**src/rtl/abs_normalize_stage_if.sv**
```systemverilog
// abs_normalize_stage_if: valid/ready bus for abs_normalize_stage.
// Ports: in_valid/in_ready/in_data upstream; out_valid/out_ready/out_* downstream.
interface abs_normalize_stage_if #(
  parameter int W  = 19,
  parameter int SW = 5
);
  logic          in_valid;
  logic          in_ready;
  logic [W-1:0]  in_data;
  logic          out_valid;
  logic          out_ready;
  logic          out_sign;
  logic [W-1:0]  out_mag;
  logic [W-1:0]  out_norm;
  logic [SW-1:0] out_shamt;
  logic          out_zero;

  modport master (
    output in_valid,
    output in_data,
    output out_ready,
    input  in_ready,
    input  out_valid,
    input  out_sign,
    input  out_mag,
    input  out_norm,
    input  out_shamt,
    input  out_zero
  );

  modport slave (
    input  in_valid,
    input  in_data,
    input  out_ready,
    output in_ready,
    output out_valid,
    output out_sign,
    output out_mag,
    output out_norm,
    output out_shamt,
    output out_zero
  );
endinterface

```
**src/rtl/abs_normalize_stage.sv**
```systemverilog
// abs_normalize_stage: 2-stage |x| plus left-normalize with leading-zero count.
// Ports: clk, reset (sync, active-high), bus (slave: in_* upstream, out_* downstream).
module abs_normalize_stage #(
  parameter int W  = 19,
  parameter int SW = 5
) (
  input logic                  clk,
  input logic                  reset,
  abs_normalize_stage_if.slave bus
);

  logic          s1_v;
  logic          s2_v;
  logic          s1_en;
  logic          s2_en;

  logic          sign1;
  logic [W-1:0]  oc1;

  logic [W-1:0]  mag;
  logic [W-1:0]  norm;
  logic [SW-1:0] shamt;

  logic          sign2;
  logic          zero2;
  logic [W-1:0]  mag2;
  logic [W-1:0]  norm2;
  logic [SW-1:0] sh2;

  assign s2_en = !s2_v || bus.out_ready;
  assign s1_en = !s1_v || s2_en;

  assign bus.in_ready  = s1_en;
  assign bus.out_valid = s2_v;
  assign bus.out_sign  = sign2;
  assign bus.out_mag   = mag2;
  assign bus.out_norm  = norm2;
  assign bus.out_shamt = sh2;
  assign bus.out_zero  = zero2;

  // Ripple +1 on the ones' complement; carry-in is the sign,
  // the final carry-out is dropped.
  always_comb begin : inc
    logic c;
    c   = sign1;
    mag = '0;
    for (int i = 0; i < W; i++) begin
      mag[i] = oc1[i] ^ c;
      c      = oc1[i] & c;
    end
  end

  // Highest set bit wins; all-zero leaves the count at W,
  // which also shifts everything out of norm.
  always_comb begin : lzc
    shamt = SW'(W);
    for (int i = 0; i < W; i++) begin
      if (mag[i]) begin
        shamt = SW'(W - 1 - i);
      end
    end
    norm = mag << shamt;
  end

  always_ff @(posedge clk) begin
    if (reset) begin
      s1_v  <= 1'b0;
      sign1 <= 1'b0;
      oc1   <= '0;
    end else if (s1_en) begin
      s1_v  <= bus.in_valid;
      sign1 <= bus.in_data[W-1];
      oc1   <= bus.in_data ^ {W{bus.in_data[W-1]}};
    end
  end

  always_ff @(posedge clk) begin
    if (reset) begin
      s2_v  <= 1'b0;
      sign2 <= 1'b0;
      mag2  <= '0;
      norm2 <= '0;
      sh2   <= '0;
      zero2 <= 1'b0;
    end else if (s2_en) begin
      s2_v  <= s1_v;
      sign2 <= sign1;
      mag2  <= mag;
      norm2 <= norm;
      sh2   <= shamt;
      zero2 <= (mag == '0);
    end
  end

endmodule

```
**src/flat_wrapper.sv**
```systemverilog
// flat-port wrapper written by rule: the top's interface ports become plain ports
module abs_normalize_stage_flat 
#(
  parameter int W  = 19,
  parameter int SW = 5
)
  (clk, reset, bus_in_valid, bus_in_data, bus_out_ready, bus_in_ready, bus_out_valid, bus_out_sign, bus_out_mag, bus_out_norm, bus_out_shamt, bus_out_zero);
  abs_normalize_stage_if #(.W(W), .SW(SW)) bus_i ();
  input logic clk;
  input logic reset;
  input wire logic [$bits(bus_i.in_valid)-1:0] bus_in_valid;
  input wire logic [$bits(bus_i.in_data)-1:0] bus_in_data;
  input wire logic [$bits(bus_i.out_ready)-1:0] bus_out_ready;
  output wire logic [$bits(bus_i.in_ready)-1:0] bus_in_ready;
  output wire logic [$bits(bus_i.out_valid)-1:0] bus_out_valid;
  output wire logic [$bits(bus_i.out_sign)-1:0] bus_out_sign;
  output wire logic [$bits(bus_i.out_mag)-1:0] bus_out_mag;
  output wire logic [$bits(bus_i.out_norm)-1:0] bus_out_norm;
  output wire logic [$bits(bus_i.out_shamt)-1:0] bus_out_shamt;
  output wire logic [$bits(bus_i.out_zero)-1:0] bus_out_zero;
  assign bus_i.in_valid = bus_in_valid;
  assign bus_i.in_data = bus_in_data;
  assign bus_i.out_ready = bus_out_ready;
  assign bus_in_ready = bus_i.in_ready;
  assign bus_out_valid = bus_i.out_valid;
  assign bus_out_sign = bus_i.out_sign;
  assign bus_out_mag = bus_i.out_mag;
  assign bus_out_norm = bus_i.out_norm;
  assign bus_out_shamt = bus_i.out_shamt;
  assign bus_out_zero = bus_i.out_zero;
  abs_normalize_stage #(.W(W), .SW(SW)) u_core (.clk(clk), .reset(reset), .bus(bus_i));
endmodule
```
**config.mk**
```make
export PLATFORM = sky130hd
export DESIGN_NAME = abs_normalize_stage_flat
export DESIGN_NICKNAME = d
export VERILOG_FILES = /design/src/rtl/abs_normalize_stage_if.sv /design/src/rtl/abs_normalize_stage.sv /design/src/flat_wrapper.sv
export SDC_FILE = /design/constraint.sdc
export NUM_CORES = 1
export LEC_CHECK = 0
export BUFFER_PORTS_ARGS = -buffer_cell sky130_fd_sc_hd__buf_2
export CAP_MARGIN = 20
export CORE_ASPECT_RATIO = 0.8
export CORE_UTILIZATION = 40
export CTS_CLUSTER_SIZE = 14
export DETAILED_ROUTE_END_ITERATION = 8
export PLACE_DENSITY_LB_ADDON = 0.05
export SLEW_MARGIN = 0
export SYNTH_ARGS = -nofsm -noshare
export SYNTH_HDL_FRONTEND = slang
export SYNTH_SLANG_ARGS = --single-unit
```
**constraint.sdc**
```tcl
create_clock -name clk -period 10.09 [get_ports clk]
set_input_delay 0 -clock clk [delete_from_list [all_inputs] [get_ports clk]]
set_output_delay 0 -clock clk [all_outputs]
set_load 0.005 [all_outputs]
```
# Word level (Yosys, flattened, before mapping)
# Index checks and enable logic that the tools add are counted.
[totals]
reg_bits = 67
out_inout_bits = 47
elab_cells = 72
[op_classes]
shift = 1
muxes = 19
bitwise = 38
n_reduce_logical = 5
[op_table]
columns = ["operator", "count"]
rows = [
  ["2-to-1 mux 5 bit", 16],
  ["logical NOT 19 bit", 1],
  ["left shift 19 x 5 -> 19 bit", 1],
  ["bitwise XOR 1 bit", 19],
  ["bitwise XOR 19 bit", 1],
  ["bitwise AND 1 bit", 18],
  ["2-to-1 mux 2 bit", 2],
  ["logical NOT 1 bit", 2],
  ["logical OR 1 bit", 2],
  ["2-to-1 mux 1 bit", 1],
]

# Logic depth before layout (Yosys ltp)
[logic_depth]
depth_word = 21
mapped_depth = 28

# Least setup slack after synthesis
# No wires, ideal clock.
[synth_timing]
kind = "reg2reg"
startpoint = "register u_core.oc1[0]"
endpoint = "register u_core.norm2[13], in the netlist u_core.bus.out_norm[13]"
setup_ps = 117
t_arrival_ps = 5111
required_ps = 9973
setup_slack_ps = 4862
stages_incl_launch_ff = 26
n_path_buf = 1
cell_sequence = "dfxtp_1 ha_1 and2_1 ha_1 ha_1 ha_1 ha_1 ha_1 ha_1 ha_1 ha_1 ha_1 ha_1 and4_4 and2_1 ha_1 nor2b_1 mux2i_2 a211oi_4 or2_1 buf_6 mux2_4 mux2i_2 o21ai_0 mux2_2 a22o_1"
[synth_via]
elab_chain_len = 21
[synth_lines]
columns = ["item", "line", "text"]
rows = [
  ["start, declared", "abs_normalize_stage.sv:18", "logic [W-1:0] oc1;"],
  ["start signal, assigned", "abs_normalize_stage.sv:73", "oc1 <= bus.in_data ^ {W{bus.in_data[W-1]}};"],
  ["bitwise AND 1 bit (*) (16 in series)", "abs_normalize_stage.sv:49", "c = oc1[i] & c;"],
  ["bitwise XOR 1 bit (*)", "abs_normalize_stage.sv:48", "mag[i] = oc1[i] ^ c;"],
  ["via u_core.mag[16]", "abs_normalize_stage.sv:20", "logic [W-1:0] mag;"],
  ["2-to-1 mux 5 bit (3 in series)", "abs_normalize_stage.sv:58", "if (mag[i]) begin"],
  ["left shift 19 x 5 -> 19 bit (*)", "abs_normalize_stage.sv:62", "norm = mag << shamt;"],
  ["end signal, assigned", "abs_normalize_stage.sv:89", "norm2 <= norm;"],
  ["end, declared", "abs_normalize_stage.sv:27", "logic [W-1:0] norm2;"],
]
# Mark *: on every way through the listed nets, which the timed path passes. The rest lies on a longest branch.
# A chain may end at the register's enable or synchronous reset.

# Worst setup path after layout
[layout_timing]
startpoint = "register u_core.sign1"
endpoint = "register u_core.norm2[6], in the netlist u_core.bus.out_norm[6]"
[layout_via]
elab_chain_len = 21
[layout_lines]
columns = ["item", "line", "text"]
rows = [
  ["start, declared", "abs_normalize_stage.sv:17", "logic sign1;"],
  ["start signal, assigned", "abs_normalize_stage.sv:72", "sign1 <= bus.in_data[W-1];"],
  ["bitwise AND 1 bit (*) (17 in series)", "abs_normalize_stage.sv:49", ""],
  ["bitwise XOR 1 bit (*)", "abs_normalize_stage.sv:48", ""],
  ["via u_core.mag[17]", "abs_normalize_stage.sv:20", ""],
  ["2-to-1 mux 5 bit (2 in series)", "abs_normalize_stage.sv:58", ""],
  ["left shift 19 x 5 -> 19 bit (*)", "abs_normalize_stage.sv:62", ""],
]
# Marked as above.

==> out/results.ini <==
[run_status]
status=finished, final reports clean

[power]
p_leak_nw=2.23
p_int_mw=0.610
power_switching_mw=0.281
p_seq_frac=0.342
p_sw_frac=0.315
clockPowerShare=0.385
cellPowerDensity_nw_per_um2=177
pwr-share-comb=0.273
ir_drop_v=0.0000908
power.total_mw=0.892

[place]
place_ws_ps=4080
finalWeightedCongestion=0.933
place_hpwl_um=8420
numPortBuffers=69
place_inst=682

[floorplanning]
dieArea_um2=10800
fp.dieH_um=93.1
start_util=0.421
die_w_um=116
io_pins=70
rows=32
core_area_um2=9850

[timing]
period_needed_ps=6090
tightestPinTransition_ps=1060
rsz0062_at_grt=no
fin_setup_tns_ps=0
hold_viol=0
layout_setup_ws_ps=4000
relSlewSlack=0.290
drv_slew=0
holdWs_ps=189
timing.final.crit_share=0.604
setup_viol=0
skew_ps=6.70
fmax_mhz=164

[worst_setup_path]
worstSetupStartpointType=register
r2r_cells=24
reg2reg_setup_slack_ps=4000
worstSetupPathType=register to register
worstReg2RegStart=u_core.sign1
cp-startpoint=u_core.sign1
crit_end=u_core.bus.out_norm[6]
cp.required_ps=10350
worstPathArrival_ps=6360
r2r-end=u_core.bus.out_norm[6]
cp_max_fo=34
worst_setup_path_end_kind=register

[synth]
syn_inst=515
synth_cell_types=62
synth_edf_count=0
ys_dominant_reg_cell=dfxtp_1
syn_avg_cell_area_um2=8.06
yosys.area.top_type=dfxtp_1
synth_top_area_share=0.318
synth.area.top_cells=dfxtp_1 (32%), nor2_1 (6.5%), nand2_1 (6.4%)
synth_common_cells=nor2_1 (72), nand2_1 (71), dfxtp_1 (66)
yosys_warnings=0
async_reset_ff_frac=0
synth-seq-cells=66
yosysMostFrequentCell=nor2_1
seq_area_frac_synth=0.318
syn_nets=558
synthesis.area_um2=4150

[global_route]
grt_util_all_layers=0.235
antenna_found_initial=0
grt_pass1_vias=3595
grt_max_degree=64
grt_overflow=0
grt_pass1_wl_um=19300

[finish]
register_area_um2=1320
final_layout_size_suffix_gt1_frac=0.189
multiInputGateArea_um2=2620
fill_cells=978
n_antenna_cell=0
syn_to_final_growth_pct=21.6
fin_cells=718
final_nets=620

[routing]
wire_per_inst_um=16.7
dr.pass1.iters=6
drc=0
drtIter0Drc=232
vias_per_cell=5.51
routed_wirelength_um=12000
ant_nets=0
num_vias=3955

[clock_network]
cts.clk_slew.worst_paths_ps=60
cts_max_path_buffers=2
cts_resized=0
clock_sinks=66
cts_setup_buffers=0
clock_latency_ps=340
cts_tree=yes
cts_buffers=9
cts_root_buf=clkbuf_16
ctsHtreeMaxLevel=3
holdBufCountCts=19

[flow_run]
cap_violations=0

[worst_hold_path]
hp-class=input pin to register

cell families (layout without fill, tap and decap cells):
family | count (synthesis) | after routing | share of synthesized area
and+or+nand+nor | 189 | 189 | 0.195
AOI/OAI and AO/OA | 128 | 128 | 0.216
DFF | 66 | 66 | 0.318
buffers and inverters | 46 | 113 | 0.0500
muxes | 34 | 34 | 0.0907
xor gates and xnor gates | 32 | 32 | 0.0693
adders and majority gates | 20 | 20 | 0.0603
routing by layer:
metal,global-route usage,vias up,share of wire
met1,0.340,1854,0.51
met2,0.341,147,0.42
met5,0,-,0
met4,0.0823,0,0.014
li1,-,1940,-
met3,0.0493,14,0.056
power by group through the flow:
| stage | Combinational, mW | Sequential (mW) | Clock [mW] |
|---|---|---|---|
| 2_1_floorplan | 0.171 | 0.307 | 0 |
| 3_5_place_dp | 0.233 | 0.311 | 0 |
| 5_1_grt | 0.267 | 0.309 | 0.362 |
| 4_1_cts | 0.239 | 0.305 | 0.351 |
| 3_3_place_gp | 0.232 | 0.310 | 0 |
| 6_report | 0.244 | 0.305 | 0.343 |
stage by stage:
step                cell area [um^2]  utilization
floorplan                       4150            -
global placement                4500        0.457
detailed placement              4500        0.457
CTS                             5020        0.510
global route                    5050        0.512
finish                          5050        0.512
state kept, by name, indices dropped and copies added (netlist names):
register,count
u_core.bus.out_mag,19
u_core.bus.out_norm,19
u_core.bus.out_zero,1
u_core.bus.out_shamt,5
u_core.bus.out_sign,1
u_core.oc1,18
u_core.bus.out_valid,1
u_core.s1_v,1
u_core.sign1,1
layout make-up:
| class | instances | share of cell area |
|---|---|---|
| clock buffers | 10 | 0.0473 |
| clock inverters | 6 | 0.0176 |
| inverters | 5 | 0.00372 |
| multi-input cells | 403 | 0.520 |
| flip-flops and latches | 66 | 0.262 |
| well taps | 136 | 0.0337 |
| repair buffers | 92 | 0.116 |
worst min-delay path by stage:
stage / slack [ps] / start / cells past startpoint / end
after floorplan: 120 / bus_in_valid / 2 / u_core.s1_v
after global placement: 200 / bus_in_valid / 3 / u_core.s1_v
after detailed placement: 230 / bus_in_valid / 3 / u_core.s1_v
after CTS: 170 / bus_in_data[18] / 3 / u_core.sign1
after global routing: 210 / bus_in_data[18] / 3 / u_core.sign1
final: 190 / bus_in_data[18] / 3 / u_core.sign1
critical path: stages (launching register included):
cell and delay, ps:
dfxtp_1 340, ha_1 180, and2_1 150, ha_1 190
ha_1 190, ha_1 190, ha_1 180, ha_1 200
ha_1 180, ha_1 190, ha_1 180, ha_1 200
ha_1 280, and4_4 260, and2_1 170, ha_1 200
inv_1 70, ha_1 270, inv_1 130, a21o_1 230
a21oi_4 800, mux2i_1 270, o221a_1 330, or4_1 460
a21oi_1 170
placed cells by master (no fill, tap or decap), types with 3 or more instances in the layout:
master,instances
nor2_1,72
nand2_1,71
buf_2,69
dfxtp_1,66
a21oi_1,33
a211oi_1,27
xnor2_1,24
mux2i_1,21
ha_1,20
dlygate4sd3_1,19
o21ai_0,17
nor3_1,16
clkbuf_16,9
mux2_2,8
xor2_1,7
inv_1,5
a21o_1,5
or3_1,4
o211ai_1,4
nand3_1,4
o2111ai_1,4
a22oi_1,4
o22ai_1,4
a22o_1,4
o31ai_1,3
nand4_1,3
a211o_1,3
nand2b_1,3
buf_4,3
No activity file was read; power rests on OpenSTA's default activity.
